[config.mk]
export PLATFORM = sky130hd
export DESIGN_NAME = evt_arbiter
export DESIGN_NICKNAME = d
export VERILOG_FILES = /design/src/rtl/evt_arb_pkg.sv /design/src/rtl/evt_arbiter_edge.sv /design/src/rtl/evt_arbiter.sv
export SDC_FILE = /design/constraint.sdc
export NUM_CORES = 1
export LEC_CHECK = 0
export BUFFER_PORTS_ARGS = -buffer_cell sky130_fd_sc_hd__buf_2
export CELL_PAD_IN_SITES_DETAIL_PLACEMENT = 2
export CELL_PAD_IN_SITES_GLOBAL_PLACEMENT = 2
export CORE_UTILIZATION = 32
export DETAILED_ROUTE_END_ITERATION = 16
export GPL_ROUTABILITY_DRIVEN = 1
export PLACE_DENSITY = 0.83
export SYNTH_ARGS = -nofsm -noshare
export SYNTH_HDL_FRONTEND = slang
export SYNTH_SLANG_ARGS = --single-unit
[constraint.sdc]
create_clock -name clk -period 2.1 [get_ports clk]
set_input_delay 0.105 -clock clk [delete_from_list [all_inputs] [get_ports clk]]
set_output_delay 0.105 -clock clk [all_outputs]
set_load 0.05 [all_outputs]
[src/rtl/evt_arb_pkg.sv]
`default_nettype none
// ============================================================================
// Module  : evt_arb_pkg
// Brief   : Shared state types and the round-robin pick helper for evt_arbiter.
// Revision: 1.0 - initial release
// ============================================================================
package evt_arb_pkg;

    localparam int MAX_N = 16;

    typedef enum logic [1:0] {
        IDLE     = 2'd0,
        EDGE     = 2'd1,
        WAIT_LOW = 2'd2
    } edge_state_t;

    typedef enum logic {
        A_IDLE  = 1'b0,
        A_OFFER = 1'b1
    } arb_state_t;

    // Unused request bits above N are zero, so wrapping mod MAX_N visits the
    // live channels in the same order as wrapping mod N.
    function automatic logic [3:0] rr_pick(input logic [MAX_N-1:0] req,
                                           input logic [3:0]       ptr);
        logic [3:0] grant;
        logic       found;
        int         idx;
        grant = ptr;
        found = 1'b0;
        for (int k = 0; k < MAX_N; k++) begin
            idx = (int'(ptr) + k) % MAX_N;
            if (!found && req[idx]) begin
                grant = 4'(idx);
                found = 1'b1;
            end
        end
        return grant;
    endfunction

endpackage
`default_nettype wire

[src/rtl/evt_arbiter_edge.sv]
`default_nettype none
// ============================================================================
// Module  : evt_edge
// Brief   : Per-channel rising-edge FSM; one tick per high phase of sig.
// Revision: 1.0 - initial release
// ============================================================================
module evt_edge
    import evt_arb_pkg::*;
(
    input  logic clk,
    input  logic rst,
    input  logic sig,
    output logic tick
);

    edge_state_t state;
    edge_state_t state_nxt;

    always_ff @(posedge clk or posedge rst) begin
        if (rst) begin
            state <= IDLE;
        end else begin
            state <= state_nxt;
        end
    end

    always_comb begin
        state_nxt = state;
        tick      = 1'b0;
        case (state)
            IDLE:     if (sig) state_nxt = EDGE;
            EDGE: begin
                tick      = 1'b1;
                state_nxt = WAIT_LOW;
            end
            WAIT_LOW: if (!sig) state_nxt = IDLE;
            default:  state_nxt = IDLE;
        endcase
    end

endmodule
`default_nettype wire

[src/rtl/evt_arbiter.sv]
`default_nettype none
// ============================================================================
// Module  : evt_arbiter
// Brief   : Serialises per-channel rising-edge events onto one valid/ready
//           port with round-robin arbitration. EVT_ARB_DROP_CNT_EN adds a
//           saturating drop counter port (drop_cnt).
// Revision: 1.0 - initial release
// ============================================================================
module evt_arbiter
    import evt_arb_pkg::*;
#(
    parameter int N  = 4,
    parameter int DW = 8
) (
    input  logic                 clk,
    input  logic                 rst,
    input  logic [N-1:0]         sig,
    output logic                 evt_valid,
    output logic [$clog2(N)-1:0] evt_id,
    input  logic                 evt_ready,
    output logic [N-1:0]         pending
`ifdef EVT_ARB_DROP_CNT_EN
    ,
    output logic [DW-1:0]        drop_cnt
`endif
);

    localparam int IW = $clog2(N);

    if (N < 2 || N > MAX_N || DW < 1) begin : g_bad_param
        $error("evt_arbiter: N must be 2..16 and DW at least 1");
    end

    arb_state_t       state;
    arb_state_t       state_nxt;
    logic [IW-1:0]    id_nxt;
    logic [IW-1:0]    ptr_nxt;
    logic [IW-1:0]    rr_ptr;
    logic [IW-1:0]    id_inc;
    logic [N-1:0]     tick;
    logic [N-1:0]     clr;
    logic [MAX_N-1:0] req_all;
    logic [MAX_N-1:0] req_rest;
    logic             hs;

    for (genvar i = 0; i < N; i++) begin : g_edge
        evt_edge u_edge (
            .clk  (clk),
            .rst  (rst),
            .sig  (sig[i]),
            .tick (tick[i])
        );
    end

    assign evt_valid = (state == A_OFFER);
    assign hs        = evt_valid & evt_ready;
    assign id_inc    = (evt_id == IW'(N - 1)) ? '0 : evt_id + IW'(1);
    assign clr       = hs ? (N'(1) << evt_id) : '0;

    // A same-cycle tick wins over the clear, so a fresh event is never lost.
    always_ff @(posedge clk or posedge rst) begin
        if (rst) begin
            pending <= '0;
        end else begin
            pending <= (pending & ~clr) | tick;
        end
    end

    always_ff @(posedge clk or posedge rst) begin
        if (rst) begin
            state  <= A_IDLE;
            evt_id <= '0;
            rr_ptr <= '0;
        end else begin
            state  <= state_nxt;
            evt_id <= id_nxt;
            rr_ptr <= ptr_nxt;
        end
    end

    // Re-arbitration sees only the registered flags, never this cycle's ticks.
    always_comb begin
        state_nxt = state;
        id_nxt    = evt_id;
        ptr_nxt   = rr_ptr;
        req_all   = MAX_N'(pending);
        req_rest  = req_all & ~MAX_N'(clr);
        case (state)
            A_IDLE: begin
                if (|pending) begin
                    state_nxt = A_OFFER;
                    id_nxt    = IW'(rr_pick(req_all, 4'(rr_ptr)));
                end
            end
            A_OFFER: begin
                if (hs) begin
                    ptr_nxt = id_inc;
                    if (|req_rest) begin
                        id_nxt = IW'(rr_pick(req_rest, 4'(id_inc)));
                    end else begin
                        state_nxt = A_IDLE;
                    end
                end
            end
            default: state_nxt = A_IDLE;
        endcase
    end

`ifdef EVT_ARB_DROP_CNT_EN
    logic [N-1:0]  drop;
    logic [DW+4:0] drop_sum;

    assign drop = tick & pending & ~clr;

    always_comb begin
        drop_sum = (DW + 5)'(drop_cnt);
        for (int i = 0; i < N; i++) begin
            drop_sum = drop_sum + (DW + 5)'(drop[i]);
        end
    end

    always_ff @(posedge clk or posedge rst) begin
        if (rst) begin
            drop_cnt <= '0;
        end else if (drop_sum > (DW + 5)'({DW{1'b1}})) begin
            drop_cnt <= '1;
        end else begin
            drop_cnt <= drop_sum[DW-1:0];
        end
    end
`endif

endmodule
`default_nettype wire

[After elaboration in Yosys (flattened, before gate mapping)]
Cells that the tools add are included.
Word-level totals
  register bits: 17
  bits of input ports: 7
  output and inout port bits: 7
Operators by class
  bitwise operators: 37
  reduce and logical (&&, ||, !) cells: 102
  add/sub/neg operators: 31
  order comparisons: 32
  shift operators: 1
  muxes and demuxes: 255
  eq/ne operators: 20
Operators with widths (count)
  < comparator 5 x 6 -> 1 bit, second input constant: 30
  two-way mux 1 bit: 174
  OR reduction 4 bit: 31
  binary-select mux 1 bit (select 4 bit): 30
  two-way mux 2 bit: 42
  adder 2 x 4 -> 4 bit, second input constant: 16
  adder 2 x 3 -> 4 bit, second input constant: 8
  AND 1 bit, first input constant: 30
  logical AND 1 bit: 30
  zero test 1 bit: 30
  case mux 2 bit (3 select lines): 4
  != test 2 bit, second input constant: 9
  AND 4 x 16 -> 16 bit: 1
  inverter 4 -> 16 bit: 1
  OR reduction 16 bit: 1
  adder 2 x 2 -> 3 bit, second input constant: 4
  equality test 2 bit, second input constant: 5
  < comparator 2 x 5 -> 1 bit, second input constant: 2
  AND reduction 2 bit: 5
  equality test 2 x 1 -> 1 bit, second input constant: 4
  zero test 2 bit: 4
  adder 2 x 1 -> 3 bit, second input constant: 2
  AND 4 bit: 1
  binary-select mux 1 bit (select 2 bit): 2
  11 further kinds: 12

[Depth between registers and ports, before layout]
Gate-level depths: netlist (run 1).
  depth after elaboration: 100
  depth in mapped cells: 10
  gate-level depth less buffers: 9

[Modules after synthesis]
A second synthesis (run 1) with hierarchy kept.
Unflattened totals
  cell total of the unflattened synthesis: 189
  area, all modules: 1657.8 um^2
By module, submodules not included
  evt_arbiter: area an instance 1257.5 um^2, cells an instance 161, seq. area each 225.2 um^2, instances 1
  evt_edge: area an instance 100.1 um^2, cells an instance 7, seq. area each 50.0 um^2, instances 4

[Worst setup path before layout (run 1)]
OpenSTA, ideal clock, no wires.
  path type: flip-flop to flip-flop
  start: register evt_id[0]
  end: register evt_id[1]
  period minus slack after synthesis: 2549 ps
  required time: 1996 ps
  cell stages (with the launch flop): 10
  setup time: 104 ps
  arrival time: 2446 ps
  slack: -449 ps
  cells stage by stage: dfrtp_1 > inv_1 > ha_1 > buf_2 > nand3_1 > and2_4 > a32oi_1 > a2111oi_4 > nor2_1 > o41ai_2
Between the ends
  word-level cells in the longest chain between the ends: 100
  elaborated cells between the ends (all ways): 180
  those cells by class: add/sub: 16; eq/ne: 2; shift: 1; mux: 127; bitwise: 2; reduce/logical: 32
RTL lines
  start: declaration: RTL line evt_arbiter.sv:19  | output logic [$clog2(N)-1:0] evt_id,
  start signal: assignment: RTL line evt_arbiter.sv:76  | evt_id <= id_nxt;
  branches (longest 100 deep; another with adder 2 x 1 -> 3 bit)
Parallel ways; which one is timed is not known. The select of a mux whose other input is x is not followed.
A chain may end at the register's enable or synchronous reset.

[Final worst setup path (run 1)]
  start: register rr_ptr[0]
  end: register evt_id[0]
Between the ends
  word-level cells in the longest chain between the ends: 80
  elaborated cells between the ends (all ways): 154
  those cells by class: add/sub: 15; mux: 109; reduce/logical: 30
RTL lines
  start: declaration: RTL line evt_arbiter.sv:38  | logic [IW-1:0] rr_ptr;
  start signal: assignment: RTL line evt_arbiter.sv:77  | rr_ptr <= ptr_nxt;
  branches (longest 77 deep; another with adder 2 x 1 -> 3 bit)
  two-way mux 2 bit *: RTL line evt_arb_pkg.sv:33  | if (!found && req[idx]) begin
  two-way mux 2 bit *: RTL line evt_arbiter.sv:90  | if (|pending) begin
  case mux 2 bit (2 select lines) *: RTL line evt_arbiter.sv:88  | case (state)
Every way passes the cells marked *. The select of a mux whose other input is x is not followed.

==> impl_metrics.ini, run 1 <==
[worst_setup_path]
r2r_slack_ns = -0.35
cp_data_arrival_time_ns = 2.61
worstPathMaxFanout = 6
endpoint_kind = flop
rr_endpoint = evt_id[0]
r2r.worst_path.cells = 9
r2r-start = rr_ptr[0]
cp-start-kind = flop
path_class = flop to flop
worstPathRequired_ns = 2.26

[cells_and_area]
regArea_um2 = 430
areaGrowthSynthToFinish_pct = 50.0
nFillCells = 478
multi_input_area_mm2 = 0.00123
drive_above_1_share_pct = 50.0
postLayoutCoreUtil_pct = 50.7
antenna_cells = 0
fin_nets = 250

[place]
dp_hpwl_um = 4980
portBuffers = 13
place_congestion = 0.892

[routing]
drc = 2
num_vias = 1796
dr.first_iter.drc_count = 68
vias_per_cell = 6.24
drt_wl_total_um = 7260
first_pass_iters = 10
ant_nets = 0
wl_per_cell_um = 25.2

[sta]
layout_min_cycle_time_ns = 2.45
relSlewSlack_pct = 51.6
final.period_utilization_pct = 117
rsz0062_at_grt = yes
finalSetupViolCount = 2
finalHoldViolations = 0
fmax_mhz = 408
fin_ws_ns = -0.349
finClkSkew_ns = 0.00726
maxSlewViolCount = 0
worstMarginPinSlew_ns = 0.726

[clocking]
clk_pin_slew_ns = 0.08
cts.path.max_buffers = 2
cts_tree = done
clock_latency_ns = 0.27
cts_buffers = 3
cts_sinks = 17
cts-root-buf = clkbuf_8
htree_levels = 1

[global_route]
grt_pass1_vias = 1991
grt_first_pass_wirelength_um = 10900
gr-usage-all-layers_pct = 29.2
overflow = 0
grt_max_degree = 18
antenna_found_initial = 0

[floorplanning]
pin_count = 14
initial_utilization_pct = 33.8
die-area_mm2 = 0.00497
die_h_um = 70.5
num_rows = 24
core_region_area_mm2 = 0.00444
dieWidth_um = 70.5

[synthesis]
yosysSeqAreaShare_pct = 28.3
synth_edf_count = 0
ys_types = 51
syn_inst = 185
yosys_warnings = 0
synth_top_area_share_pct = 28.3
synthesis.area_mm2 = 0.00150
async_reset_ff_share_pct = 100
ys.flop_type = dfrtp_1
synth.area.top_cells = dfrtp_1, o21ai_0, ha_1
ys_seq_elements = 17
syn_area_per_cell_um2 = 8.12
yosys.area.top_type = dfrtp_1
syn-num-nets = 198

[outcome]
status = finished, violations left
violations = DRC, setup timing

[min_path]
whs_endpoint = g_edge[2].u_edge.state[1]
hold_start = sig[2]
hold_class = input pin to flop
holdPathStages = 3

[run]
cap_violations = 0
-- flip-flops by register name (all words and copies together) (netlist names) --
register,flops
rr_ptr,2
pending,4
g_edge.u_edge.state,8
evt_id,2
evt_valid,1
-- cell families (layout without fill, tap and decap cells) --
family                   Yosys count  after routing  synth area share [%]
XOR/XNOR                           1              1                 0.583
adder cells (fa/ha/maj)            6              6                  5.00
multiplexers                       7              7                  4.75
buffers and inverters             24             75                  7.24
flip-flops                        17             17                  28.3
AND/OR/NAND/NOR                   65             65                  23.2
AO/OA/AOI/OAI                     65             65                  30.9
-- critical path: stages, from the launching register on --
cell and delay (ns):
dfrtp_1 0.42, inv_2 0.10, ha_4 0.24, mux2i_2 0.18
mux2i_2 0.26, or4b_4 0.50, nand3b_1 0.14, xnor2_2 0.13
o21ai_2 0.09, a211oi_2 0.27
-- repair_timing --
action / 4_1_cts / 5_1_grt
pin swaps: 3 / 17
hold buffers: 1 / 0
gates resized for setup: 25 / 26
hold endpoints to repair: 17 / 0
setup buffers: 3 / 3
endpoints found under the setup margin: 2 / 2
-- cells in the final DEF, fill, tap and decap left out, types with 2 or more instances in the layout --
cell type / n
nand4_1: 2
a211oi_1: 3
a21oi_1: 5
nand3_1: 5
o21ai_1: 2
ha_4: 4
nand3_4: 4
nor3b_1: 4
and3_1: 3
inv_2: 3
dfrtp_1: 15
buf_4: 44
o21a_1: 3
a21oi_2: 5
mux2i_1: 3
inv_1: 7
o211ai_1: 2
nor2_1: 10
a211oi_2: 5
nand2_1: 11
nand2b_1: 2
a311oi_1: 3
nor4_1: 3
and2_4: 2
nand2_2: 3
o21ai_0: 17
mux2i_2: 3
nand3_2: 2
a32oi_2: 2
buf_2: 13
clkbuf_8: 3
-- through the flow --
stage	worst slack, ns	TNS, ns	instances	cell area, um^2	hold slack (ns)
after floorplan	-0.139	-0.273	185	1550	0.0310
after global placement	-0.154	-0.217	277	1910	0.214
after detailed placement	-0.402	-0.674	277	1910	0.256
after CTS	-0.224	-0.372	285	2110	0.0882
after global routing	-0.374	-0.691	288	2250	0.106
final	-0.349	-0.649	288	2250	0.0956
-- area by class of cell --
cell class | instances | area share [%]
well taps | 52 | 2.89
flip-flops and latches | 17 | 19.1
inverters | 11 | 1.94
clock inverters | 1 | 0.333
multi-input cells | 144 | 54.5
repair buffers | 60 | 19.4
clock buffers | 3 | 1.83
-- synthesized netlist by cell type, types with 2 or more instances --
cell      number
nor2_1        11
o211ai_1       2
dfrtp_1       17
a211oi_1       8
nand2b_1       2
a31oi_1        2
nor3b_1        4
o22ai_1        2
or4_1          2
inv_1         11
and2_4         2
nand3_1       11
nand4_1        2
ha_1           6
o21a_1         3
a311oi_1       3
nand2_1       15
mux2i_1        6
buf_2          6
o21ai_0       19
clkbuf_1       3
and3_1         3
buf_1          2
a32oi_1        3
nor3_1         2
a21oi_1       10
nor4_1         3
a22oi_1        2
-- per-layer routing --
metal / part of all wire (%) / vias to the layer above / track usage (%)
met5: 0 / - / 0
met4: 3.3 / 0 / 11.3
met3: 4.1 / 20 / 5.48
met2: 54 / 53 / 54.3
met1: 39 / 925 / 32.7
li1: - / 798 / -
-- worst max path at each step --
| stage | startpoint | end | slack, ns | cells past startpoint |
|---|---|---|---|---|
| 2_1_floorplan | rr_ptr[0] | evt_id[0] | -0.14 | 10 |
| 3_3_place_gp | evt_id[0] | evt_id[1] | -0.15 | 9 |
| 3_5_place_dp | evt_id[0] | evt_id[0] | -0.40 | 8 |
| 4_1_cts | rr_ptr[0] | evt_id[0] | -0.22 | 9 |
| 5_1_grt | rr_ptr[0] | evt_id[0] | -0.37 | 9 |
| 6_report | rr_ptr[0] | evt_id[0] | -0.35 | 9 |
Power of run 1 is left out: the tool's default activity adds up to more than one toggle a clock period on the data nets, which glitch-free logic cannot reach.
==> inputs of run 2 (changes only) <==
--- a/config.mk
+++ b/config.mk
@@ -11,7 +11,7 @@
 export CORE_UTILIZATION = 32
 export DETAILED_ROUTE_END_ITERATION = 16
 export GPL_ROUTABILITY_DRIVEN = 1
-export PLACE_DENSITY = 0.83
+export PLACE_DENSITY_LB_ADDON = 0.1
 export SYNTH_ARGS = -nofsm -noshare
 export SYNTH_HDL_FRONTEND = slang
 export SYNTH_SLANG_ARGS = --single-unit
==> run 2 against run 1 <==
The flow still finishes with violations (DRC, setup timing). Cell count rose by 0.69%. Sequential share of layout area increased by 0.72 points. Utilization down 1.7 points. Critical path depth rose by 1. Clock-buffer cell count rose by 1. Sequential cell count did not move. Routed wire length is 11% lower. Die area is the same. Fmax is 4.6% higher. Clock skew down 0.0023 ns. Hold slack improved by 0.016 ns. First-iteration DRC count rose by 46%. Critical path type unchanged. Critical endpoint unchanged.
==> impl_metrics.ini, run 2 (synthesis results as in run 1) <==
[sta]
finClkSkew_ns = 0.00498
finalHoldViolations = 0
maxSlewViolCount = 0
layout_min_cycle_time_ns = 2.34
worstMarginPinSlew_ns = 0.664
relSlewSlack_pct = 55.7
final.period_utilization_pct = 111
finalSetupViolCount = 2
fmax_mhz = 427
fin_ws_ns = -0.241
rsz0062_at_grt = yes

[floorplanning]
pin_count = 14
die-area_mm2 = 0.00497
core_region_area_mm2 = 0.00444
die_h_um = 70.5
dieWidth_um = 70.5
initial_utilization_pct = 33.8
num_rows = 24

[global_route]
gr-usage-all-layers_pct = 27.7
overflow = 0
grt_max_degree = 18
grt_first_pass_wirelength_um = 10400
grt_pass1_vias = 1962
antenna_found_initial = 0

[cells_and_area]
regMostFlops = g_edge.u_edge.state
regArea_um2 = 432
antenna_cells = 0
drive_above_1_share_pct = 43.3
layout_commonest_cell = buf_4
areaGrowthSynthToFinish_pct = 45.0
postLayoutCoreUtil_pct = 49.0
reg_top3 = g_edge.u_edge.state: 8 flops, pending: 4 flops
multi_input_area_mm2 = 0.00114
most-common-layout-cells = buf_4, o21ai_0, nand2_1, dfrtp_1, buf_2
largest_register_ffs = 8
fin_nets = 252
nFillCells = 516

[worst_setup_path]
cp_slowest_cell = or4b_1
max_stage_delay_ns = 0.46
endpoint_kind = flop
path_class = flop to flop
critPathBufInv = 2
worstPathRequired_ns = 2.27
cp_data_arrival_time_ns = 2.51
path_cells = inv_2 > ha_4 > buf_12 > mux2i_2 > mux2i_1 > or4b_1 > nand3b_1 > xnor2_1 > o21ai_1 > a211oi_2
cp-start-kind = flop
critical_path.top_delay_family = simple AND/OR/NAND/NOR gates
worstPathMaxFanout = 7

[run]
cap_violations = 0

[routing]
first_pass_iters = 10
dr.first_iter.drc_count = 99
ant_nets = 0
vias_per_cell = 5.99
wl_per_cell_um = 22.4
drt_wl_total_um = 6490
drc = 4
num_vias = 1737

[clocking]
cts_tree = done
htree_levels = 1
clk_pin_slew_ns = 0.07
cts.path.max_buffers = 2
clock_latency_ns = 0.26
cts_sinks = 17
cts-root-buf = clkbuf_8
cts_buffers = 3

[outcome]
violations = DRC, setup timing
status = finished, violations left

[place]
place_congestion = 0.901
dp_hpwl_um = 4670
portBuffers = 13

[min_path]
hold_class = input pin to flop
==> run 2: area by class of cell <==
class / instances / area share [%]
Inverter: 11 / 2.01
Clock buffer: 4 / 2.07
Sequential cell: 17 / 19.8
Tap cell: 52 / 2.99
Timing Repair Buffer: 62 / 20.6
Multi-Input combinational cell: 144 / 52.6
==> run 2: what timing repair did <==
item                                    4_1_cts  5_1_grt
pin swaps                                     6        6
resized for setup                            25       10
endpoints found under the setup margin        2        2
buffers inserted                              2        1
hold buffers                                  1        0
endpoints found under the hold margin        17        0
==> run 2: stage by stage <==
stage / cell area [um^2] / setup slack, ns / hold WS, ns / cells / setup TNS, ns
after detailed placement: 1950 / -0.272 / 0.240 / 282 / -0.509
final: 2180 / -0.241 / 0.111 / 290 / -0.389
after CTS: 2140 / -0.138 / 0.115 / 289 / -0.275
after floorplan: 1550 / -0.139 / 0.0310 / 185 / -0.273
after global placement: 1950 / -0.116 / 0.231 / 282 / -0.187
after global routing: 2180 / -0.346 / 0.121 / 290 / -0.540
==> run 2: routing by layer <==
metal  global-route usage, %  vias to the layer above  part of all wire, %
met5                       0                        -                    0
met4                    10.7                        0                  3.7
met3                    2.45                       24                  2.6
met2                    50.3                       42                   51
met1                    33.7                      866                   43
li1                        -                      805                    -
==> run 2: worst reg2reg max path: stages, from the launching register on <==
cell	delay [ns]
dfrtp_1	0.39
inv_2	0.08
ha_4	0.22
buf_12	0.14
mux2i_2	0.16
mux2i_1	0.20
or4b_1	0.46
nand3b_1	0.12
xnor2_1	0.17
o21ai_1	0.15
a211oi_2	0.17
==> run 2: worst paths after layout <==
kind | from | end | slack [ns] | cells after the start
worst max-delay path | rr_ptr[0] | evt_id[0] | -0.24 | 10
worst min-delay path | sig[1] | g_edge[1].u_edge.state[0] | 0.11 | 2
min in group asynchronous | rst | g_edge[3].u_edge.state[1] | 0.48 | 3
worst max register to register | rr_ptr[0] | evt_id[0] | -0.24 | 10
worst min register to register | g_edge[0].u_edge.state[0] | g_edge[0].u_edge.state[0] | 0.43 | 1
max in group asynchronous | rst | evt_id[0] | 1.13 | 3
Power of run 2 is left out for the same reason.
==> inputs of run 3 (changes only) <==
--- a/config.mk
+++ b/config.mk
@@ -5,12 +5,14 @@
 export SDC_FILE = /design/constraint.sdc
 export NUM_CORES = 1
 export LEC_CHECK = 0
+export ABC_AREA = 1
 export BUFFER_PORTS_ARGS = -buffer_cell sky130_fd_sc_hd__buf_2
 export CELL_PAD_IN_SITES_DETAIL_PLACEMENT = 2
 export CELL_PAD_IN_SITES_GLOBAL_PLACEMENT = 2
-export CORE_UTILIZATION = 32
+export CORE_UTILIZATION = 28
 export DETAILED_ROUTE_END_ITERATION = 16
 export GPL_ROUTABILITY_DRIVEN = 1
+export MAX_ROUTING_LAYER = met4
 export PLACE_DENSITY_LB_ADDON = 0.1
 export SYNTH_ARGS = -nofsm -noshare
 export SYNTH_HDL_FRONTEND = slang
==> run 3 against run 2 <==
Design area shrank 16%. Via count shrank 15%. Register-to-register slack gained 0.12 ns. The flow finishes with violations (setup timing). Global-route usage shrank 7.4 points.
==> impl_metrics.ini, run 3 <==
[outcome]
status = finished, violations left
violations = setup timing

[sta]
final.period_utilization_pct = 106
relSlewSlack_pct = 54.5
finClkSkew_ns = 0.00693
tns_ns = -0.241
layout_min_cycle_time_ns = 2.22
maxSlewViolCount = 0
worstMarginPinSlew_ns = 0.681
fin_ws_ns = -0.122
finalHoldViolations = 0
fmax_mhz = 450
rsz0062_at_grt = yes
finalSetupViolCount = 2

[synthesis]
synthMuxAreaShare_pct = 0
synthMostInstantiatedCell = nand2_1
syn-num-nets = 216
synth_top_family_by_area = simple AND/OR/NAND/NOR gates
synth_adder_area_share_pct = 5.67
yosysSeqAreaShare_pct = 32.1
synth-xor-area-share_pct = 0.662
synth.area.top_cells = dfrtp_1, nand2_1, nand3_1
ys_types = 22
syn_area_per_cell_um2 = 6.52
ys.flop_type = dfrtp_1
syn_inst = 203
synth_top_area_share_pct = 32.1
yosys.area.top_type = dfrtp_1
synth_edf_count = 0
synth_simple_gate_area_share_pct = 44.4
synthesis.area_mm2 = 0.00132
synth-compound-area-share_pct = 8.88
ys_seq_elements = 17
synth_common_cells = nand2_1, inv_1, nand3_1
yosys_warnings = 0
async_reset_ff_share_pct = 100

[routing]
first_pass_iters = 4
drt_wl_total_um = 4850
vias_per_cell = 5.14
dr.first_iter.drc_count = 21
wl_per_cell_um = 16.8
ant_nets = 0
num_vias = 1480
drc = 0

[cells_and_area]
layout_commonest_cell = nand2_1
regMostFlops = g_edge.u_edge.state
nFillCells = 529
areaGrowthSynthToFinish_pct = 38.9
antenna_cells = 0
stdcell_count = 288
reg_top3 = g_edge.u_edge.state: 8 flops, pending: 4 flops
fin_nets = 250
largest_register_ffs = 8
drive_above_1_share_pct = 36.0
most-common-layout-cells = nand2_1, inv_1, dfrtp_1, buf_4

[floorplanning]
num_rows = 24
die-area_mm2 = 0.00501
dieWidth_um = 70.8
die_h_um = 70.8
pin_count = 14
initial_utilization_pct = 29.8
core_region_area_mm2 = 0.00444

[global_route]
grt_first_pass_wirelength_um = 7560
grt_max_degree = 18
overflow = 0
gr-usage-all-layers_pct = 20.3
grt_pass1_vias = 1604
antenna_found_initial = 0

[clocking]
cts_sinks = 17
cts_tree = done
cts.path.max_buffers = 2
clk_pin_slew_ns = 0.07
cts-root-buf = clkbuf_8
clock_latency_ns = 0.27
htree_levels = 1
cts_buffers = 3

[worst_setup_path]
worstPathRequired_ns = 2.27
endpoint_kind = flop
cp-start-kind = flop
path_class = flop to flop
r2r_slack_ns = -0.12
worstPathMaxFanout = 6
r2r.worst_path.cells = 14
r2r-start = evt_id[0]
cp_data_arrival_time_ns = 2.39
rr_endpoint = evt_id[0]

[place]
place_congestion = 0.794
dp_hpwl_um = 3540
placed_cells = 278
portBuffers = 13

[run]
cap_violations = 0

[min_path]
hold_class = input pin to flop
hold_start = sig[0]
whs_endpoint = g_edge[0].u_edge.state[0]
holdPathStages = 3
## run 3: per-stage QoR
stage               utilization [%]  setup slack, ns  cell area [um^2]  hold slack [ns]
floorplan                         -          0.00158              1350           0.0309
global placement               34.9          -0.0302              1550            0.226
detailed placement             34.9           -0.192              1550            0.240
CTS                            38.2           -0.101              1700           0.0632
global route                   41.4           -0.278              1840           0.0802
finish                         41.4           -0.122              1840           0.0653
## run 3: worst max-delay path by stage
stage | start | end | slack (ns) | cells past startpoint
after floorplan | evt_id[0] | evt_id[0] | 0.002 | 14
after global placement | evt_id[0] | evt_id[0] | -0.03 | 14
after detailed placement | evt_id[0] | evt_id[0] | -0.19 | 16
after CTS | evt_id[0] | evt_id[0] | -0.10 | 13
after global routing | evt_id[0] | evt_id[0] | -0.28 | 14
final | evt_id[0] | evt_id[0] | -0.12 | 14
## run 3: logic make-up (layout without fill, tap and decap cells)
group	count (synthesis)	in the layout
AND/OR/NAND/NOR	128	128
adder cells (fa/ha/maj)	6	6
buffers and inverters	29	62
XOR/XNOR	1	1
AO/OA/AOI/OAI	22	22
flip-flops	17	17
## run 3: critical path, stage by stage (launching register included)
cell	delay, ns
dfrtp_2	0.48
inv_4	0.10
ha_1	0.21
nand3_2	0.15
nand3_2	0.15
nand3_2	0.11
nand3_2	0.11
nand2_4	0.08
nor3_4	0.19
nand2_2	0.10
nand2_2	0.09
xor2_1	0.16
nand2_1	0.07
nand2_1	0.06
nand2_1	0.05
## run 3: what timing repair did
item	4_1_cts	5_1_grt
endpoints found under the hold margin	17	0
setup endpoints to repair	2	2
hold buffers	1	0
gates resized for setup	12	30
buffers inserted	5	0
pin swaps	5	7
gates cloned	0	0
## run 3: layer usage
metal	global-route usage (%)	share of wire (%)	vias up
li1	-	-	716
met1	23.2	45	735
met2	35.0	51	22
met3	3.70	1.8	7
met4	8.22	2.2	0
met5	-	0	-
## run 3: area by class of cell
| type | instances | area (um^2) | area share [%] |
|---|---|---|---|
| Clock buffer | 3 | 41.3 | 2.24 |
| Clock inverter | 1 | 5.00 | 0.272 |
| Inverter | 29 | 114 | 6.19 |
| Multi-Input combinational cell | 157 | 998 | 54.3 |
| Sequential cell | 17 | 428 | 23.3 |
| Tap cell | 52 | 65.1 | 3.54 |
| Timing Repair Buffer | 29 | 188 | 10.2 |
Power of run 3 is left out for the same reason.
